--- config.mk ---
export PLATFORM = sky130hd
export DESIGN_NAME = result_packer_flat
export DESIGN_NICKNAME = d
export VERILOG_FILES = /design/src/rtl/result_packer_pkg.sv /design/src/rtl/result_packer_if.sv /design/src/rtl/result_fifo.sv /design/src/rtl/result_packer.sv /design/src/flat_wrapper.sv
export SDC_FILE = /design/constraint.sdc
export NUM_CORES = 1
export LEC_CHECK = 0
export ABC_AREA = 0
export CAP_MARGIN = 20
export CORE_UTILIZATION = 55
export DETAILED_ROUTE_END_ITERATION = 8
export PLACE_DENSITY_LB_ADDON = 0.25
export SYNTH_ARGS = -nofsm -noshare
export SYNTH_HDL_FRONTEND = slang
export SYNTH_HIERARCHICAL = 1
export SYNTH_SLANG_ARGS = --single-unit
--- constraint.sdc ---
create_clock -name Clk -period 3.3 [get_ports Clk]
set_input_delay 0.66 -clock Clk [delete_from_list [all_inputs] [get_ports Clk]]
set_output_delay 0.66 -clock Clk [all_outputs]
set_load 0.02 [all_outputs]
--- src/rtl/result_packer_pkg.sv ---
// Shared types and constants for the result packer.
//   ENTRY_W     : width of one queued result, {x[15:0], z[7:0]}
//   FRAME_BYTES : bytes per serialized frame (3, or 4 with parity)
//   state_e     : serializer FSM states
// Optional feature macro: RESULT_PACKER_PARITY_EN adds a trailing parity byte.
package result_packer_pkg;

    localparam int unsigned ENTRY_W = 24;

`ifdef RESULT_PACKER_PARITY_EN
    localparam int unsigned FRAME_BYTES = 4;

    typedef enum logic [2:0] {
        StIdle,
        StB0,
        StB1,
        StB2,
        StB3
    } state_e;

    localparam state_e LAST_ST = StB3;

    // XOR of the three payload bytes of an entry.
    function automatic logic [7:0] parity_byte(input logic [ENTRY_W-1:0] entry);
        return entry[23:16] ^ entry[15:8] ^ entry[7:0];
    endfunction
`else
    localparam int unsigned FRAME_BYTES = 3;

    typedef enum logic [1:0] {
        StIdle,
        StB0,
        StB1,
        StB2
    } state_e;

    localparam state_e LAST_ST = StB2;
`endif

endpackage

--- src/rtl/result_packer_if.sv ---
// Bus bundle between the arithmetic datapath, the packer and the byte consumer.
//   in_valid/in_ready/x/z      : result input handshake
//   out_valid/out_ready/out_byte/out_last : byte stream output handshake
//   overflow                   : sticky push-while-full flag
//   count                      : FIFO occupancy (excludes the frame in flight)
// Modports: slave = the packer, master = the surrounding logic / testbench.
interface result_packer_if #(
    parameter int unsigned DEPTH = 4
);
    localparam int unsigned CW = $clog2(DEPTH + 1);

    logic          in_valid;
    logic          in_ready;
    logic [7:0]    z;
    logic [15:0]   x;
    logic          out_valid;
    logic          out_ready;
    logic [7:0]    out_byte;
    logic          out_last;
    logic          overflow;
    logic [CW-1:0] count;

    modport slave (
        input  in_valid, z, x, out_ready,
        output in_ready, out_valid, out_byte, out_last, overflow, count
    );

    modport master (
        output in_valid, z, x, out_ready,
        input  in_ready, out_valid, out_byte, out_last, overflow, count
    );

endinterface

--- src/rtl/result_fifo.sv ---
// Synchronous FIFO with occupancy count.
//   Clk, Rst       : rising-edge clock, asynchronous active-low reset
//   push, wdata    : write request / data (ignored while full, even with a pop)
//   pop, rdata     : read request / head-of-queue data (combinational read)
//   full, empty    : occupancy flags derived from count
//   count          : number of stored entries
// DEPTH must be a power of two >= 2 so the pointers wrap naturally.
module result_fifo #(
    parameter int unsigned WIDTH = 24,
    parameter int unsigned DEPTH = 4
) (
    input  logic                         Clk,
    input  logic                         Rst,
    input  logic                         push,
    input  logic [WIDTH-1:0]             wdata,
    input  logic                         pop,
    output logic [WIDTH-1:0]             rdata,
    output logic                         full,
    output logic                         empty,
    output logic [$clog2(DEPTH+1)-1:0]   count
);
    localparam int unsigned AW = $clog2(DEPTH);
    localparam int unsigned CW = $clog2(DEPTH + 1);

    logic [WIDTH-1:0] mem [DEPTH];
    logic [AW-1:0]    wr_ptr_q, rd_ptr_q;
    logic [CW-1:0]    count_q, count_d;
    logic             do_push, do_pop;

    assign full    = (count_q == CW'(DEPTH));
    assign empty   = (count_q == '0);
    assign do_push = push && !full;
    assign do_pop  = pop && !empty;
    assign rdata   = mem[rd_ptr_q];
    assign count   = count_q;

    always_comb begin
        count_d = count_q;
        if (do_push && !do_pop) begin
            count_d = count_q + CW'(1);
        end else if (do_pop && !do_push) begin
            count_d = count_q - CW'(1);
        end
    end

    always_ff @(posedge Clk or negedge Rst) begin
        if (!Rst) begin
            wr_ptr_q <= '0;
            rd_ptr_q <= '0;
            count_q  <= '0;
        end else begin
            if (do_push) wr_ptr_q <= wr_ptr_q + AW'(1);
            if (do_pop)  rd_ptr_q <= rd_ptr_q + AW'(1);
            count_q <= count_d;
        end
    end

    // Storage needs no reset; validity is tracked by count and pointers.
    always_ff @(posedge Clk) begin
        if (do_push) mem[wr_ptr_q] <= wdata;
    end

endmodule

--- src/rtl/result_packer.sv ---
// Buffers {x, z} result pairs and serializes each as a byte frame:
// x[15:8], x[7:0], z (+ parity x[15:8]^x[7:0]^z when RESULT_PACKER_PARITY_EN is defined).
//   Clk, Rst : rising-edge clock, asynchronous active-low reset
//   bus      : result_packer_if slave modport (input/output handshakes, overflow, count)
// out_valid/out_byte/out_last are registered; in_ready depends only on FIFO occupancy.
module result_packer
    import result_packer_pkg::*;
#(
    parameter int unsigned DEPTH = 4
) (
    input  logic            Clk,
    input  logic            Rst,
    result_packer_if.slave  bus
);
    localparam int unsigned CW = $clog2(DEPTH + 1);

    logic               full, empty, pop;
    logic [ENTRY_W-1:0] fifo_rdata;
    logic [CW-1:0]      fifo_count;

    state_e             state_q, state_d;
    logic [ENTRY_W-1:0] frame_q, frame_d;
    logic               out_valid_q, out_valid_d;
    logic [7:0]         out_byte_q, out_byte_d;
    logic               out_last_q, out_last_d;
    logic               overflow_q, overflow_d;
    logic               accept;

    result_fifo #(
        .WIDTH (ENTRY_W),
        .DEPTH (DEPTH)
    ) u_fifo (
        .Clk   (Clk),
        .Rst   (Rst),
        .push  (bus.in_valid),
        .wdata ({bus.x, bus.z}),
        .pop   (pop),
        .rdata (fifo_rdata),
        .full  (full),
        .empty (empty),
        .count (fifo_count)
    );

    assign bus.in_ready  = !full;
    assign bus.count     = fifo_count;
    assign bus.out_valid = out_valid_q;
    assign bus.out_byte  = out_byte_q;
    assign bus.out_last  = out_last_q;
    assign bus.overflow  = overflow_q;

    assign accept = out_valid_q && bus.out_ready;

    always_comb begin
        state_d    = state_q;
        frame_d    = frame_q;
        pop        = 1'b0;
        overflow_d = overflow_q | (bus.in_valid & full);

        unique case (state_q)
            StIdle: begin
                if (!empty) begin
                    pop     = 1'b1;
                    frame_d = fifo_rdata;
                    state_d = StB0;
                end
            end
            StB0: if (accept) state_d = StB1;
            StB1: if (accept) state_d = StB2;
`ifdef RESULT_PACKER_PARITY_EN
            StB2: if (accept) state_d = StB3;
`endif
            default: ;
        endcase

        // End of frame: chain straight into the next queued entry if there is one.
        if (accept && (state_q == LAST_ST)) begin
            if (!empty) begin
                pop     = 1'b1;
                frame_d = fifo_rdata;
                state_d = StB0;
            end else begin
                state_d = StIdle;
            end
        end

        // Outputs are computed from next state so they can be registered.
        out_valid_d = (state_d != StIdle);
        out_last_d  = (state_d == LAST_ST);
        unique case (state_d)
            StB0:    out_byte_d = frame_d[23:16];
            StB1:    out_byte_d = frame_d[15:8];
            StB2:    out_byte_d = frame_d[7:0];
`ifdef RESULT_PACKER_PARITY_EN
            StB3:    out_byte_d = parity_byte(frame_d);
`endif
            default: out_byte_d = 8'h00;
        endcase
    end

    always_ff @(posedge Clk or negedge Rst) begin
        if (!Rst) begin
            state_q     <= StIdle;
            frame_q     <= '0;
            out_valid_q <= 1'b0;
            out_byte_q  <= 8'h00;
            out_last_q  <= 1'b0;
            overflow_q  <= 1'b0;
        end else begin
            state_q     <= state_d;
            frame_q     <= frame_d;
            out_valid_q <= out_valid_d;
            out_byte_q  <= out_byte_d;
            out_last_q  <= out_last_d;
            overflow_q  <= overflow_d;
        end
    end

endmodule

--- src/flat_wrapper.sv ---
// flat-port wrapper written by rule: the top's interface ports become plain ports
module result_packer_flat import result_packer_pkg::*;
#(
    parameter int unsigned DEPTH = 4
)
  (Clk, Rst, bus_in_valid, bus_z, bus_x, bus_out_ready, bus_in_ready, bus_out_valid, bus_out_byte, bus_out_last, bus_overflow, bus_count);
  result_packer_if #(.DEPTH(DEPTH)) bus_i ();
  input  logic Clk;
  input  logic Rst;
  input wire logic [$bits(bus_i.in_valid)-1:0] bus_in_valid;
  input wire logic [$bits(bus_i.z)-1:0] bus_z;
  input wire logic [$bits(bus_i.x)-1:0] bus_x;
  input wire logic [$bits(bus_i.out_ready)-1:0] bus_out_ready;
  output wire logic [$bits(bus_i.in_ready)-1:0] bus_in_ready;
  output wire logic [$bits(bus_i.out_valid)-1:0] bus_out_valid;
  output wire logic [$bits(bus_i.out_byte)-1:0] bus_out_byte;
  output wire logic [$bits(bus_i.out_last)-1:0] bus_out_last;
  output wire logic [$bits(bus_i.overflow)-1:0] bus_overflow;
  output wire logic [$bits(bus_i.count)-1:0] bus_count;
  assign bus_i.in_valid = bus_in_valid;
  assign bus_i.z = bus_z;
  assign bus_i.x = bus_x;
  assign bus_i.out_ready = bus_out_ready;
  assign bus_in_ready = bus_i.in_ready;
  assign bus_out_valid = bus_i.out_valid;
  assign bus_out_byte = bus_i.out_byte;
  assign bus_out_last = bus_i.out_last;
  assign bus_overflow = bus_i.overflow;
  assign bus_count = bus_i.count;
  result_packer #(.DEPTH(DEPTH)) u_core (.Clk(Clk), .Rst(Rst), .bus(bus_i));
endmodule
After elaboration in Yosys (flattened, before gate mapping)
Memory sizes are Yosys's and may differ from the RTL's.
Index checks and enable logic that the tools add are counted.

operators by class
  reduce and logical (&&, ||, !) cells = 14
  equal/unequal tests = 7
  mux-type cells = 19
  bitwise operators = 2
  add/subtract/negate cells = 4

operators by type and width
  operator             count
  $mux 24              4
  $pmux 8 s3           1
  $eq 2x2->1 const B   4
  $mux 2               4
  $mux 1               7
  $logic_and 1x1->1    6
  $mux 3               2
  $pmux 2 s3           1
  $add 2x1->2 const B  2
  $eq 2x1->1 const B   2
  $logic_not 1->1      4
  $reduce_bool 2->1    2
  $add 3x1->3 const B  1
  $eq 3x3->1 const B   1
  $logic_not 3->1      1
  $sub 3x1->3 const B  1
  $logic_not 2->1      1
  $and 1x1->1          1
  $or 1x1->1           1

storage, ports and cells
  bits in registers = 44
  bits of input ports = 28
  RAM bits = 96
  logic and storage cells = 56
  memories kept = 1

memory list
  name               words  bits a word  read ports  clocked after memory_dff  wr ports  line               RTL
  u_core.u_fifo.mem  4      24           1           0                         1         result_fifo.sv:25  logic [WIDTH-1:0] mem [DEPTH];

Logic depth before layout (Yosys ltp)
  depth in word-level cells = 9
  mapped depth = 12
  depth with buffers taken out = 10

By module
Netlist, hierarchy kept.

by module, submodules not included
  module         area each (um^2)  times used  cells an instance
  result_fifo    3943.8            1           161
  result_packer  1732.9            1           134

Least setup slack after synthesis
Ideal clock, no wire load.

  kind = reg2reg
  start = reg u_core.u_fifo.count_q[0], in the netlist u_core/u_fifo/count[0]
  end = reg u_core.u_fifo.count_q[2], in the netlist u_core/u_fifo/count[2]
  arrival time = 2.367 ns
  setup slack = 0.853 ns
  buffers on the path = 1
  stages on the path, launching flop included = 11
  data required time = 3.220 ns
  cell sequence = dfrtp_1 -> nor3_1 -> nor2_4 -> buf_4 -> nand2b_1 -> ha_1 -> inv_1 -> fa_1 -> xor2_1 -> nor2_1 -> xor2_1

on the way
  longest elaborated chain between the ends = 9
  elaborated cells on any way between the ends = 19

ends and longest elaborated chain
  item                                                line                 RTL
  start, declared                                     result_fifo.sv:27    logic [CW-1:0] count_q, count_d;
  start signal, assigned                              result_fifo.sv:54    count_q <= count_d;
  $logic_not 3->1 *                                   result_fifo.sv:31    assign empty = (count_q == '0);
  named net u_core.empty                              result_packer.sv:17  logic full, empty, pop;
  $mux 1                                              result_packer.sv:61  if (!empty) begin
  $mux 1                                              result_packer.sv:59  unique case (state_q)
  $mux 1                                              result_packer.sv:77  if (!empty) begin
  $mux 1 *                                            result_packer.sv:76  if (accept && (state_q == LAST_ST)) begin
  named net u_core.pop                                result_packer.sv:17
  $logic_and 1x1->1 *                                 result_fifo.sv:33    assign do_pop = pop && !empty;
  $logic_not 1->1                                     result_fifo.sv:39    if (do_push && !do_pop) begin
  $logic_and 1x1->1                                   result_fifo.sv:39
  $mux 3 / $reduce_bool 2->1 (equally long branches)  n/a

Mark *: on every way through the listed nets, which the timed path passes. The rest lies on a longest branch. The select of a mux whose other input is x is not followed.
A chain may end at the register's enable or synchronous reset.

Worst setup path after layout
  start = reg u_core.u_fifo.count_q[0], in the netlist u_core/u_fifo/count[0]
  end = out bus_in_ready

on the way
  longest elaborated chain between the ends = 2

ends and longest elaborated chain
  item                   line                 RTL
  $eq 3x3->1             result_fifo.sv:30    assign full = (count_q == CW'(DEPTH));
  named net u_core.full  result_packer.sv:17
  $logic_not 1->1        result_packer.sv:44  assign bus.in_ready = !full;
  end, declared          flat_wrapper.sv:14   output wire logic [$bits(bus_i.in_ready)-1:0] bus_in_ready;

The timed path passes the listed nets, and every way through them passes these cells.

==> impl_metrics.tcl <==
set metrics [dict create \
    vias_per_cell 5.75 \
    grt_start_max_net_pins 45 \
    slew_viol_final 0 \
    grt_first_pass_wirelength_mm 16.1 \
    boundaryPins 43 \
    status "finished clean" \
    fmax_ghz 0.404 \
    yosysWarnings 6 \
    cts_resized 0 \
    synth_edf_count 96 \
    fin_cells 496 \
    grt_pass1_vias 3051 \
    antenna_left 0 \
    cp-end-kind "output port" \
    cts_hold_buf 0 \
    grt_antenna_before_repair 0 \
    h-tree-depth 4 \
    ys_seq_elements 140 \
    rsz0062_at_grt "false" \
    start_util 0.573 \
    final.setup.tns_ps 0 \
    min_path_type "flip-flop to flip-flop" \
    finalCriticalPeriod_ps 2480 \
    min_period_over_period 0.751 \
    root_buffer "clkbuf_8" \
    finalNetCount 384 \
    grt_use_total 0.203 \
    critPathRequiredTime_ps 2640 \
    core_um2 9910 \
    synth_top_area_frac 0.508 \
    powerDensity_nw_per_um2 1000 \
    syn-num-nets 329 \
    finalHoldViolations 0 \
    grt_overflow 0 \
    avgSynthCellArea_um2 19.2 \
    ys.flop_type "edfxtp_1" \
    path_class "flip-flop to output port" \
    portBuffers 42 \
    drtIter0Drc 144 \
    rows 36 \
    cts_buffers 17 \
    vias 2852 \
    p_leak_nw 2.47 \
    cap_violations 0 \
    ir_drop_uv 553 \
    cts_tree "yes" \
    synth_cell_types 36 \
    clk_path_buf_depth 2 \
    cp.arrival_ps 1820 \
    clk_pin_slew_ps 70 \
    drive_gt1_frac 0.270 \
    place_congestion 0.747 \
    postCtsSetupBuffers 0 \
    drt-pass1-iter-count 4 \
    async_reset_ff_frac 0.314 \
    placed_cells 462 \
    skew_ps 8.99 \
    hpwl_mm 5.87 \
    die_w_um 104 \
    die-area_um2 10700 \
    slew_headroom 0.506 \
    setup_viol 0 \
    seq_area_frac_synth 0.702 \
    num_antenna_cells 0 \
    cp-start-kind "flip-flop" \
    wire_per_inst_um 19.8 \
    netlist_top_cells_area "edfxtp_1 51%, dfrtp_1 19%, mux4_2 7.1%" \
    area_growth_pct 20.6 \
    totalWireLength_mm 9.81 \
    yosys.area.top_type "edfxtp_1" \
    synth_cells 295 \
    path_max_fanout 5 \
    syn_area_um2 5680 \
    tightest_slew_ps 740 \
    drc 0 \
    insertion_delay_ps 510 \
    clock-sinks 140 \
    die_h_um 104 \
]
cell usage in the layout (no fill, tap or decap), drive strengths merged:
master,Yosys,routed
edfxtp,96,96
dfrtp,44,44
clkdlybuf4s50,0,41
mux2,34,34
mux4,24,24
clkbuf,2,17
buf,16,12
nand2,11,11
a32o,8,8
inv,4,8
o21ai,7,7
a221o,7,7
nand3,7,7
and2,5,5
xnor2,5,5
ha,5,5
bufinv,0,4
clkinv,0,4
clkinvlp,0,3
nor2b,3,3
nor2,3,3
nand2b,2,2
nand3b,2,2
xor2,2,2
dlygate4sd3,0,1
o311ai,1,1
o21ba,1,1
a21o,1,1
a21boi,1,1
a211o,1,1
nor3b,1,1
nor3,1,1
fa,1,1
stage by stage:
| stage | setup WS, ps | util | hold slack, ps | cell area [um^2] | power [mW] |
|---|---|---|---|---|---|
| after floorplan | 853 | - | 364 | 5680 | 4.33 |
| after global placement | 587 | 0.624 | 444 | 6190 | 4.84 |
| after detailed placement | 509 | 0.624 | 444 | 6190 | 4.92 |
| after CTS | 798 | 0.688 | 320 | 6820 | 6.93 |
| after global routing | 715 | 0.691 | 457 | 6850 | 7.22 |
| final | 823 | 0.691 | 452 | 6850 | 6.88 |
report_power, final:
| part | internal, mW | switching (mW) | leakage, nW |
|---|---|---|---|
| sequential | 2.44 | 0.296 | 1.39 |
| clock | 1.24 | 0.737 | 0.299 |
| combinational | 1.13 | 1.04 | 0.777 |
| total | 4.81 | 2.07 | 2.47 |
logic make-up (layout without fill, tap and decap cells):
logic type               Yosys count  after routing  share of synthesized area
AO/OA/AOI/OAI                     27             27                     0.0401
XOR/XNOR                           7              7                     0.0108
adder cells (fa/ha/maj)            6              6                     0.0145
buffers and inverters             22             90                     0.0284
flip-flops                       140            140                      0.702
multiplexers                      58             58                      0.169
AND/OR/NAND/NOR                   35             35                     0.0350
routing by layer:
layer  vias to the layer above  share of wire  global-route usage
met5                         -              0                   0
met4                         0          0.030               0.120
met3                        24          0.030              0.0434
met2                        69           0.51               0.326
met1                      1483           0.43               0.259
li1                       1276              -                   -
critical path, stage by stage, from the launching register on:
cell and delay [ps]:
dfrtp_1 470, nor3b_4 250, inv_1 60, clkdlybuf4s50_1 530
cell type report:
type	instances	area, um^2
multi-input combinational	133	1530
clock buffer	17	414
fill	637	3060
inverter	4	15.0
timing repair buffer	54	520
sequential	140	3980
tap	133	166
clock inverter	15	214
path summary, 6_finish.rpt:
path | from | endpoint | slack, ps | cells after the start
worst max-delay path | u_core/u_fifo/count[0] | bus_in_ready | 820 | 3
worst min-delay path | u_core/bus.overflow | u_core/bus.overflow | 450 | 1
worst max register to register | u_core/state_q[0] | u_core/u_fifo/count[1] | 980 | 8
worst min register to register | u_core/bus.overflow | u_core/bus.overflow | 450 | 1
max in group asynchronous | Rst | u_core/frame_q[17] | 2410 | 3
min in group asynchronous | Rst | u_core/frame_q[5] | 470 | 2
state kept, by name, indices dropped and copies added, names as in the netlist:
| signal | count |
|---|---|
| u_core/bus.overflow | 1 |
| u_core/u_fifo/mem | 96 |
| u_core/state_q | 2 |
| u_core/frame_q | 24 |
| u_core/bus.out_valid | 1 |
| u_core/u_fifo/wr_ptr_q | 2 |
| u_core/bus.out_byte | 8 |
| u_core/u_fifo/rd_ptr_q | 2 |
| u_core/u_fifo/count | 3 |
| u_core/bus.out_last | 1 |
synthesized netlist by cell type (2+ instances only):
master and number:
mux4_2 18, mux4_1 6, nor2b_1 3, a221o_1 7
nand3_1 7, mux2_4 4, buf_12 2, clkbuf_1 2
nor2_1 2, and2_1 5, inv_1 4, mux2_2 28
buf_2 7, o21ai_0 7, dfrtp_1 44, edfxtp_1 96
mux2_1 2, nand3b_1 2, buf_6 3, ha_1 5
a32o_1 8, nand2_1 10, xor2_1 2, buf_4 4
xnor2_1 5, nand2b_1 2
No activity file was read; power rests on OpenSTA's default activity.
